**config.mk**
```make
export PLATFORM = sky130hd
export DESIGN_NAME = lcd_text_buffer
export DESIGN_NICKNAME = d
export VERILOG_FILES = /design/src/rtl/lcd_text_buffer.sv
export SDC_FILE = /design/constraint.sdc
export NUM_CORES = 1
export LEC_CHECK = 0
export ABC_AREA = 1
export CORE_ASPECT_RATIO = 1.5
export CORE_MARGIN = 1.5
export CORE_UTILIZATION = 66
export DETAILED_ROUTE_END_ITERATION = 6
export PLACE_DENSITY_LB_ADDON = 0.1
export SLEW_MARGIN = 10
export SYNTH_ARGS = -nofsm -noshare
export SYNTH_HDL_FRONTEND = slang
export SYNTH_SLANG_ARGS = --single-unit
```
**constraint.sdc**
```tcl
create_clock -name clk -period 5.96 [get_ports clk]
set_input_delay 1.192 -clock clk [delete_from_list [all_inputs] [get_ports clk]]
set_output_delay 1.192 -clock clk [all_outputs]
set_load 0.03 [all_outputs]
```
**src/rtl/lcd_text_buffer.sv**
```systemverilog
// lcd_text_buffer: 32-character, two-line text buffer for an LCD controller.
// The block writes characters at a cursor, clears the buffer, and returns a
// registered read port to the downstream LCD refresh engine.
// Optional build macro: LCD_TEXT_BUFFER_SCROLL_EN. When it is defined, a write
// at the last cell scrolls line 2 up into line 1 and blanks line 2. Without it,
// the cursor wraps to 0.
module lcd_text_buffer #(
  parameter logic [7:0] FILL_CHAR = 8'h20
) (
  input  logic       clk,
  input  logic       rst,
  input  logic       wr_en,
  input  logic [7:0] wr_data,
  input  logic       cmd_clear,
  input  logic       cmd_home,
  output logic       busy,
  output logic [4:0] cursor,
  input  logic [4:0] rd_addr,
  output logic [7:0] rd_data,
  output logic       dirty,
  input  logic       refresh_ack
);

  typedef enum logic [1:0] {
    S_IDLE   = 2'd0,
    S_CLEAR  = 2'd1
`ifdef LCD_TEXT_BUFFER_SCROLL_EN
    , S_SCROLL = 2'd2
`endif
  } state_t;

  state_t      state_q, state_d;
  logic [4:0]  idx_q, idx_d;
  logic [4:0]  cursor_q, cursor_d;
  logic        dirty_q, dirty_d;
  logic [7:0]  rd_data_q, rd_data_d;
  logic [7:0]  mem_q [32];
  logic [7:0]  mem_d [32];

  logic        mem_we;
  logic [4:0]  mem_waddr;
  logic [7:0]  mem_wdata;
  logic        set_dirty;

  // Next-state logic: command arbitration in IDLE, sequenced sweeps otherwise.
  always_comb begin
    state_d   = state_q;
    idx_d     = idx_q;
    cursor_d  = cursor_q;
    mem_we    = 1'b0;
    mem_waddr = idx_q;
    mem_wdata = FILL_CHAR;
    set_dirty = 1'b0;
    case (state_q)
      S_IDLE: begin
        if (cmd_clear) begin
          state_d = S_CLEAR;
          idx_d   = 5'd0;
        end else if (cmd_home) begin
          cursor_d = 5'd0;
        end else if (wr_en) begin
          mem_we    = 1'b1;
          mem_waddr = cursor_q;
          mem_wdata = wr_data;
          cursor_d  = cursor_q + 5'd1;
          set_dirty = 1'b1;
`ifdef LCD_TEXT_BUFFER_SCROLL_EN
          if (cursor_q == 5'd31) begin
            state_d = S_SCROLL;
            idx_d   = 5'd0;
          end
`endif
        end
      end
      S_CLEAR: begin
        mem_we = 1'b1;
        idx_d  = idx_q + 5'd1;
        if (idx_q == 5'd31) begin
          state_d   = S_IDLE;
          cursor_d  = 5'd0;
          set_dirty = 1'b1;
        end
      end
`ifdef LCD_TEXT_BUFFER_SCROLL_EN
      S_SCROLL: begin
        // First half copies line 2 into line 1, second half blanks line 2.
        mem_we = 1'b1;
        if (!idx_q[4]) mem_wdata = mem_q[{1'b1, idx_q[3:0]}];
        idx_d = idx_q + 5'd1;
        if (idx_q == 5'd31) begin
          state_d   = S_IDLE;
          cursor_d  = 5'd16;
          set_dirty = 1'b1;
        end
      end
`endif
      default: begin
        state_d = S_CLEAR;
        idx_d   = 5'd0;
      end
    endcase
    // A new change beats an acknowledge landing on the same edge.
    if (set_dirty)        dirty_d = 1'b1;
    else if (refresh_ack) dirty_d = 1'b0;
    else                  dirty_d = dirty_q;
    rd_data_d = mem_q[rd_addr];
  end

  // Storage update; writes are held off while reset is asserted.
  always_comb begin
    mem_d = mem_q;
    if (mem_we && rst) mem_d[mem_waddr] = mem_wdata;
  end

  // Control registers; reset parks the FSM at the start of a clear sweep.
  always_ff @(posedge clk or negedge rst) begin
    if (!rst) begin
      state_q   <= S_CLEAR;
      idx_q     <= 5'd0;
      cursor_q  <= 5'd0;
      dirty_q   <= 1'b0;
      rd_data_q <= 8'h00;
    end else begin
      state_q   <= state_d;
      idx_q     <= idx_d;
      cursor_q  <= cursor_d;
      dirty_q   <= dirty_d;
      rd_data_q <= rd_data_d;
    end
  end

  // Character storage is not reset; the post-reset clear initialises it.
  always_ff @(posedge clk) begin
    mem_q <= mem_d;
  end

  assign busy    = (state_q != S_IDLE);
  assign cursor  = cursor_q;
  assign rd_data = rd_data_q;
  assign dirty   = dirty_q;

endmodule

```
==> results.md, run 1 <==
- Status: finished clean
- Hold Crit Class: reg2reg
- First-pass GRT wire length: 42,200 um
- Remaining DRCs: 0
- CP Max Fanout: 72
- Antenna cells: 0
- Final Cycle Share: 0.603
- Routed via count: 7,752
- Synth Area per Inst: 11.3 um^2
- Die width: 111 um
- Simple-gate share of the synthesized area: 0.239
- Slew headroom: 0.225
- Dpl hpwl: 16,500 um
- Placed Area: 11,900 um^2
- Postcts setup bufs: 0
- Die area: 18,200 um^2
- Row cnt: 58
- CTS tree: yes
- Area occupied by multi-input gates: 2940 um^2
- Ys async rst share: 0.0725
- Largest net degree at the start of global routing: 73
- Pleak: between 4 and 5 nW
- CP arrival: 4.00 ns
- Final worst path period need: ~3.6 ns
- WL/cell: 21.7 um
- CTS Hold Buffers Added: 0
- Max Used Layer: met4
- M1 wire length: 9870 um
- Seq cells post-synth: 276
- Skew final: 0.0138 ns
- Final setup viols: 0
- DRT iter0 DRCs: 888
- Starting Density: 0.679
- Max-cap violations: 0
- Worst VDD drop: between 0.3 and 0.4 mV
- Syn-to-layout area delta: 11.1%
- TNS Setup: 0 ns
- Final hold vios: 0
- Finished Cell Area: 12,700 um^2
- Post-synthesis mux area share: 0
- GP Congestion: 0.856
- I/O pins: 34
- Synthesized area: 11,500 um^2
- Longest Clk Path Bufs: 3
- CTS Root Cell: clkbuf_16
- Final Slew Violations: 0
- CTS Buf Count: 25
- Syn_nets: 1,040
- IO Port Bufs: 33
- DIE HEIGHT: 164 um
- Grt total ovfl: 0
- Post-synth top area cell: edfxtp_1
- Top cells by area, synth: edfxtp_1, nand2_1, nand3_1
- Initial antenna violation count: 0
- Post-cts resize count: 0
- Post-synth top cells: nand2_1, edfxtp_1, nand3_1, nor2_1, buf_2
- Post-route antenna net violation count: 0
- Crit path kind: in2reg
- Clk slew on worst S/H paths: 0.07 ns
- EDFF count, synth: 256
- Sinks on the clock net: 276
- Yosys cell types: 31
- FF+latch area: 8190 um^2
- Adder-Cell Fraction of Synth Area: 0.00327
- Crit path required time: 6.37 ns
- Final #Nets: 1,058
- Ys flop type: edfxtp_1
- TritonRoute pass-1 iters: 6
- Final WL: 27,400 um
- Synth Area in Compound Gates: 0.0113
- Area of the core: approximately 17,000 um^2
- Layout cells sized above 1: 0.0797
- Top cell type's share of synthesized area: 0.670
- Worst setup EP type: flip-flop
- Register area share after synthesis: 0.714
- Clock Latency Late Sink: 0.52 ns
- Wire length on met3: 2140 um
- Count leader, synth: nand2_1
- RSZ-0062 raised after global routing: false
- Cells after Synth: slightly above 1,000
- Slew @ Worst Pin: 1.16 ns
- Routed wl met2: 14,200 um
- Vias in the first global route: around 8,000
- PwrDens: 351 nW/um^2
- All-Layer GR Usage: 0.308
- Via density: 6.13
- Filler Cell Count: 1,158
- Fmax: 278 MHz
- Post-Synth XOR/XNOR Area: 0.00153
- Synth warn: 0
- CTS H-tree depth: 1
- Critical Path Start Type: primary input
- Combinational family with the most area after synthesis: simple AND/OR/NAND/NOR gates
- Fin Hold WS: 0.503 ns
[logic make-up after synthesis]
kind of cell | count (synthesis)
AO/OA/AOI/OAI | 20
XOR/XNOR | 2
adder cells (fa/ha/maj) | 3
buffers and inverters | 82
flip-flops | 276
AND/OR/NAND/NOR | 635
[placed cells by master, fill, tap and decap left out, drive strengths merged]
| master | Yosys | final |
|---|---|---|
| nand2 | 384 | 384 |
| edfxtp | 256 | 256 |
| nand3 | 200 | 200 |
| nor2 | 48 | 48 |
| clkbuf | 13 | 33 |
| clkdlybuf4s50 | 0 | 31 |
| inv | 28 | 27 |
| dfrtp | 19 | 19 |
| o21ai | 15 | 15 |
| buf | 41 | 14 |
| clkinv | 0 | 6 |
| bufinv | 0 | 4 |
| ha | 3 | 3 |
| clkinvlp | 0 | 3 |
| xor2 | 2 | 2 |
| a21oi | 2 | 2 |
| or2 | 2 | 2 |
| o211a | 1 | 1 |
| nand4 | 1 | 1 |
| a22o | 1 | 1 |
| o211ai | 1 | 1 |
| dfstp | 1 | 1 |
[state kept, by name, indices dropped and copies added (netlist names)]
| name | cells |
|---|---|
| idx_q | 5 |
| cursor | 5 |
| rd_data | 8 |
| state_q | 1 |
| dirty | 1 |
| mem_q | 256 |
[final cells by class]
class,instances,share of cell area
clock inverters,12,0.0132
well taps,210,0.0206
multi-input cells,660,0.231
flip-flops and latches,276,0.642
inverters,28,0.00854
repair buffers,45,0.0324
clock buffers,33,0.0522
[path summary, 6_finish.rpt]
path,cells after the start,endpoint,startpoint,slack [ns]
hold / removal,1,idx_q[3],idx_q[3],0.50
setup reg to reg,8,mem_q[192],state_q[0],3.09
setup / recovery,11,rd_data[3],rd_addr[0],2.37
max in group asynchronous,2,state_q[0],rst,4.65
min in group asynchronous,2,dirty,rst,1.03
hold reg to reg,1,idx_q[3],idx_q[3],0.50
[power by group]
group          switching (mW)  total, mW  internal, mW
sequential             0.0514       2.27          2.22
clock                   0.682       1.64         0.961
combinational           0.404      0.562         0.158
total                    1.14       4.47          3.34
[metrics by stage]
step / cells / utilization / power (mW) / setup WS (ns)
after floorplan: 1018 / - / 2.68 / 3.16
after global placement: 1219 / 0.705 / 2.85 / 1.94
after detailed placement: 1219 / 0.705 / 2.86 / 1.87
after CTS: 1264 / 0.754 / 4.47 / 2.41
after global routing: 1264 / 0.754 / 4.61 / 2.14
final: 1264 / 0.754 / 4.47 / 2.37
[layer usage]
metal	global-route usage	vias up
met3	0.0374	93
met5	0	-
met2	0.549	441
li1	-	3530
met4	0.135	0
met1	0.382	3688
[critical path, cell delays in order]
cell and delay [ns]:
buf_4 0.49, clkinv_2 0.79, buf_4 0.63, nand2_1 0.17, nand3_1 0.11, nand3_1 0.14
nand2_1 0.08, nand2_1 0.07, nand2_1 0.09, nand2_1 0.07, nand2_1 0.05
Note: power is estimated with default switching activity, not from simulation.
==> run 2, diff against run 1 <==
--- a/config.mk
+++ b/config.mk
@@ -8,7 +8,7 @@
 export ABC_AREA = 1
 export CORE_ASPECT_RATIO = 1.5
 export CORE_MARGIN = 1.5
-export CORE_UTILIZATION = 66
+export CORE_UTILIZATION = 55
 export DETAILED_ROUTE_END_ITERATION = 6
 export PLACE_DENSITY_LB_ADDON = 0.1
 export SLEW_MARGIN = 10
==> constraint.sdc (replaced) <==
create_clock -name clk -period 2.9 [get_ports clk]
set_input_delay 0.58 -clock clk [delete_from_list [all_inputs] [get_ports clk]]
set_output_delay 0.58 -clock clk [all_outputs]
set_load 0.03 [all_outputs]
==> results.md, run 2 (synthesized netlist as in run 1, its figures left out) <==
- Status: finished clean
- CP Max Fanout: 10
- Critical Path Start Type: flip-flop
- I/O pins: 34
- DIE HEIGHT: ~180 um
- CTS H-tree depth: 1
- Final worst path period need: 2.49 ns
- Crit path kind: reg2out
- Slowest cell on crit path: clkdlybuf4s50_1
- Setup slack at placement: approximately 0.023 ns
- Placed Area: 12,300 um^2
- Max-cap violations: 0
- Max reg flops: about 260
- Vias in the first global route: 7,330
- Pleak: 5.09 nW
- TritonRoute pass-1 iters: 6
- Area of the core: 20,400 um^2
- Most frequent cells in the layout: nand2_1, edfxtp_1, nand3_1
- Final Slew Violations: 0
- DRT iter0 DRCs: between 700 and 800
- Fmax: 401 MHz
- Post-route antenna net violation count: 0
- Crit path required time: 2.32 ns
- Starting Density: 0.562
- Final WL: between 20,000 and 30,000 um
- CTS Buf Count: 24
- Via density: 5.52
- Dpl hpwl: 16,100 um
- Final hold vios: 0
- Post-cts resize count: 0
- Hold Crit Class: in2async
- Critical Path Max Stage Delay: 0.72 ns
- CP Cell Sequence: clkdlybuf4s50_1
- Final setup viols: 0
- Grt total ovfl: 0
- All-Layer GR Usage: 0.250
- Die width: approximately 120 um
- CTS Hold Buffers Added: 0
- Slew @ Worst Pin: 0.811 ns
- CP arrival: roughly 1.9 ns
- Initial antenna violation count: 0
- Clock Latency Late Sink: 0.52 ns
- Final #Nets: about 1,100
- Remaining DRCs: 0
- CTS tree: yes
- Critical path's top delay family: buffers and inverters
- TNS Setup: 0 ns
- IO Port Bufs: 33
- CP Buf/Inv Count: 1
- First-pass GRT wire length: 40,700 um
- Layout cells sized above 1: 0.108
- Skew final: 0.0185 ns
- Postcts setup bufs: 0
- CTS Root Cell: clkbuf_16
- Slew headroom: 0.459
- Commonest non-fill, non-tap cell in the layout: nand2_1
- Top reg by flops: mem_q
- Row cnt: 64
- Finished Cell Area: 13,100 um^2
- Antenna cells: 0
- Final Cycle Share: 0.860
- WL/cell: 19.3 um
- Largest net degree at the start of global routing: 129
- Routed via count: 7,490
- Die area: 21,800 um^2
- Final setup margin: 0.406 ns
- Syn-to-layout area delta: 14.0%
- Worst setup EP type: primary output
- Clk slew on worst S/H paths: about 0.06 ns
- Sinks on the clock net: between 200 and 300
- PwrDens: about 680 nW/um^2
- GP Congestion: roughly 0.9
- RSZ-0062 raised after global routing: false
- Worst VDD drop: 0.828 mV
- Longest Clk Path Bufs: 3
-- run 2: cell types whose count changed in the layout (fill, tap and decap cells not counted) --
| cell | before | now |
|---|---|---|
| clkbuf_1 | 7 | 5 |
| clkbuf_16 | 25 | 24 |
| buf_12 | 0 | 4 |
| clkinv_1 | 0 | 7 |
| clkinvlp_4 | 3 | 0 |
| buf_4 | 13 | 50 |
| bufinv_16 | 4 | 2 |
| clkinv_8 | 0 | 1 |
| clkinv_2 | 6 | 5 |
| clkbuf_8 | 1 | 0 |
-- run 2: path summary, 6_finish.rpt --
kind,depth (start not counted),end,startpoint,slack (ns)
max in group asynchronous,2,state_q[0],rst,2.11
max reg2reg,5,mem_q[197],state_q[0],0.54
min,2,cursor[1],rst,0.49
min reg2reg,1,idx_q[3],idx_q[3],0.53
max,1,busy,state_q[0],0.41
min in group clk,1,idx_q[3],idx_q[3],0.53
-- run 2: worst register-to-register path, stage by stage (launching register included) --
cell,delay (ns)
dfstp_2,0.68
inv_1,0.10
nand2_1,0.13
o211a_1,0.24
nand3_1,0.20
nor2_1,0.64
-- run 2: where the power goes --
part,internal (mW),switching [mW],total [mW]
Sequential,4.55,0.106,4.66
Clock,1.70,1.31,3.01
Combinational,0.437,0.839,1.28
-- run 2: cell type report --
cell class / count / area [um^2]
Clock buffer: 29 / 619
Clock inverter: 14 / 123
Fill cell: 1632 / 7340
Inverter: 28 / 109
Multi-Input combinational cell: 660 / 2940
Sequential cell: 276 / 8190
Tap cell: 264 / 330
Timing Repair Buffer: 86 / 771
-- run 2: metal layers --
layer / vias up / GRT usage / part of all wire
met5: - / 0 / 0
met4: 0 / 0.104 / 0.042
met3: 71 / 0.0266 / 0.056
met2: 271 / 0.423 / 0.50
met1: 3545 / 0.331 / 0.40
li1: 3603 / - / -
-- run 2: stage by stage --
stage | power [mW] | utilization | hold slack (ns) | std cells
after floorplan | 5.50 | - | 0.284 | 1018
after global placement | 6.00 | 0.604 | 0.483 | 1314
after detailed placement | 6.02 | 0.604 | 0.520 | 1314
after CTS | 9.00 | 0.641 | 0.482 | 1357
after global routing | 9.30 | 0.641 | 0.517 | 1357
final | 8.95 | 0.641 | 0.492 | 1357
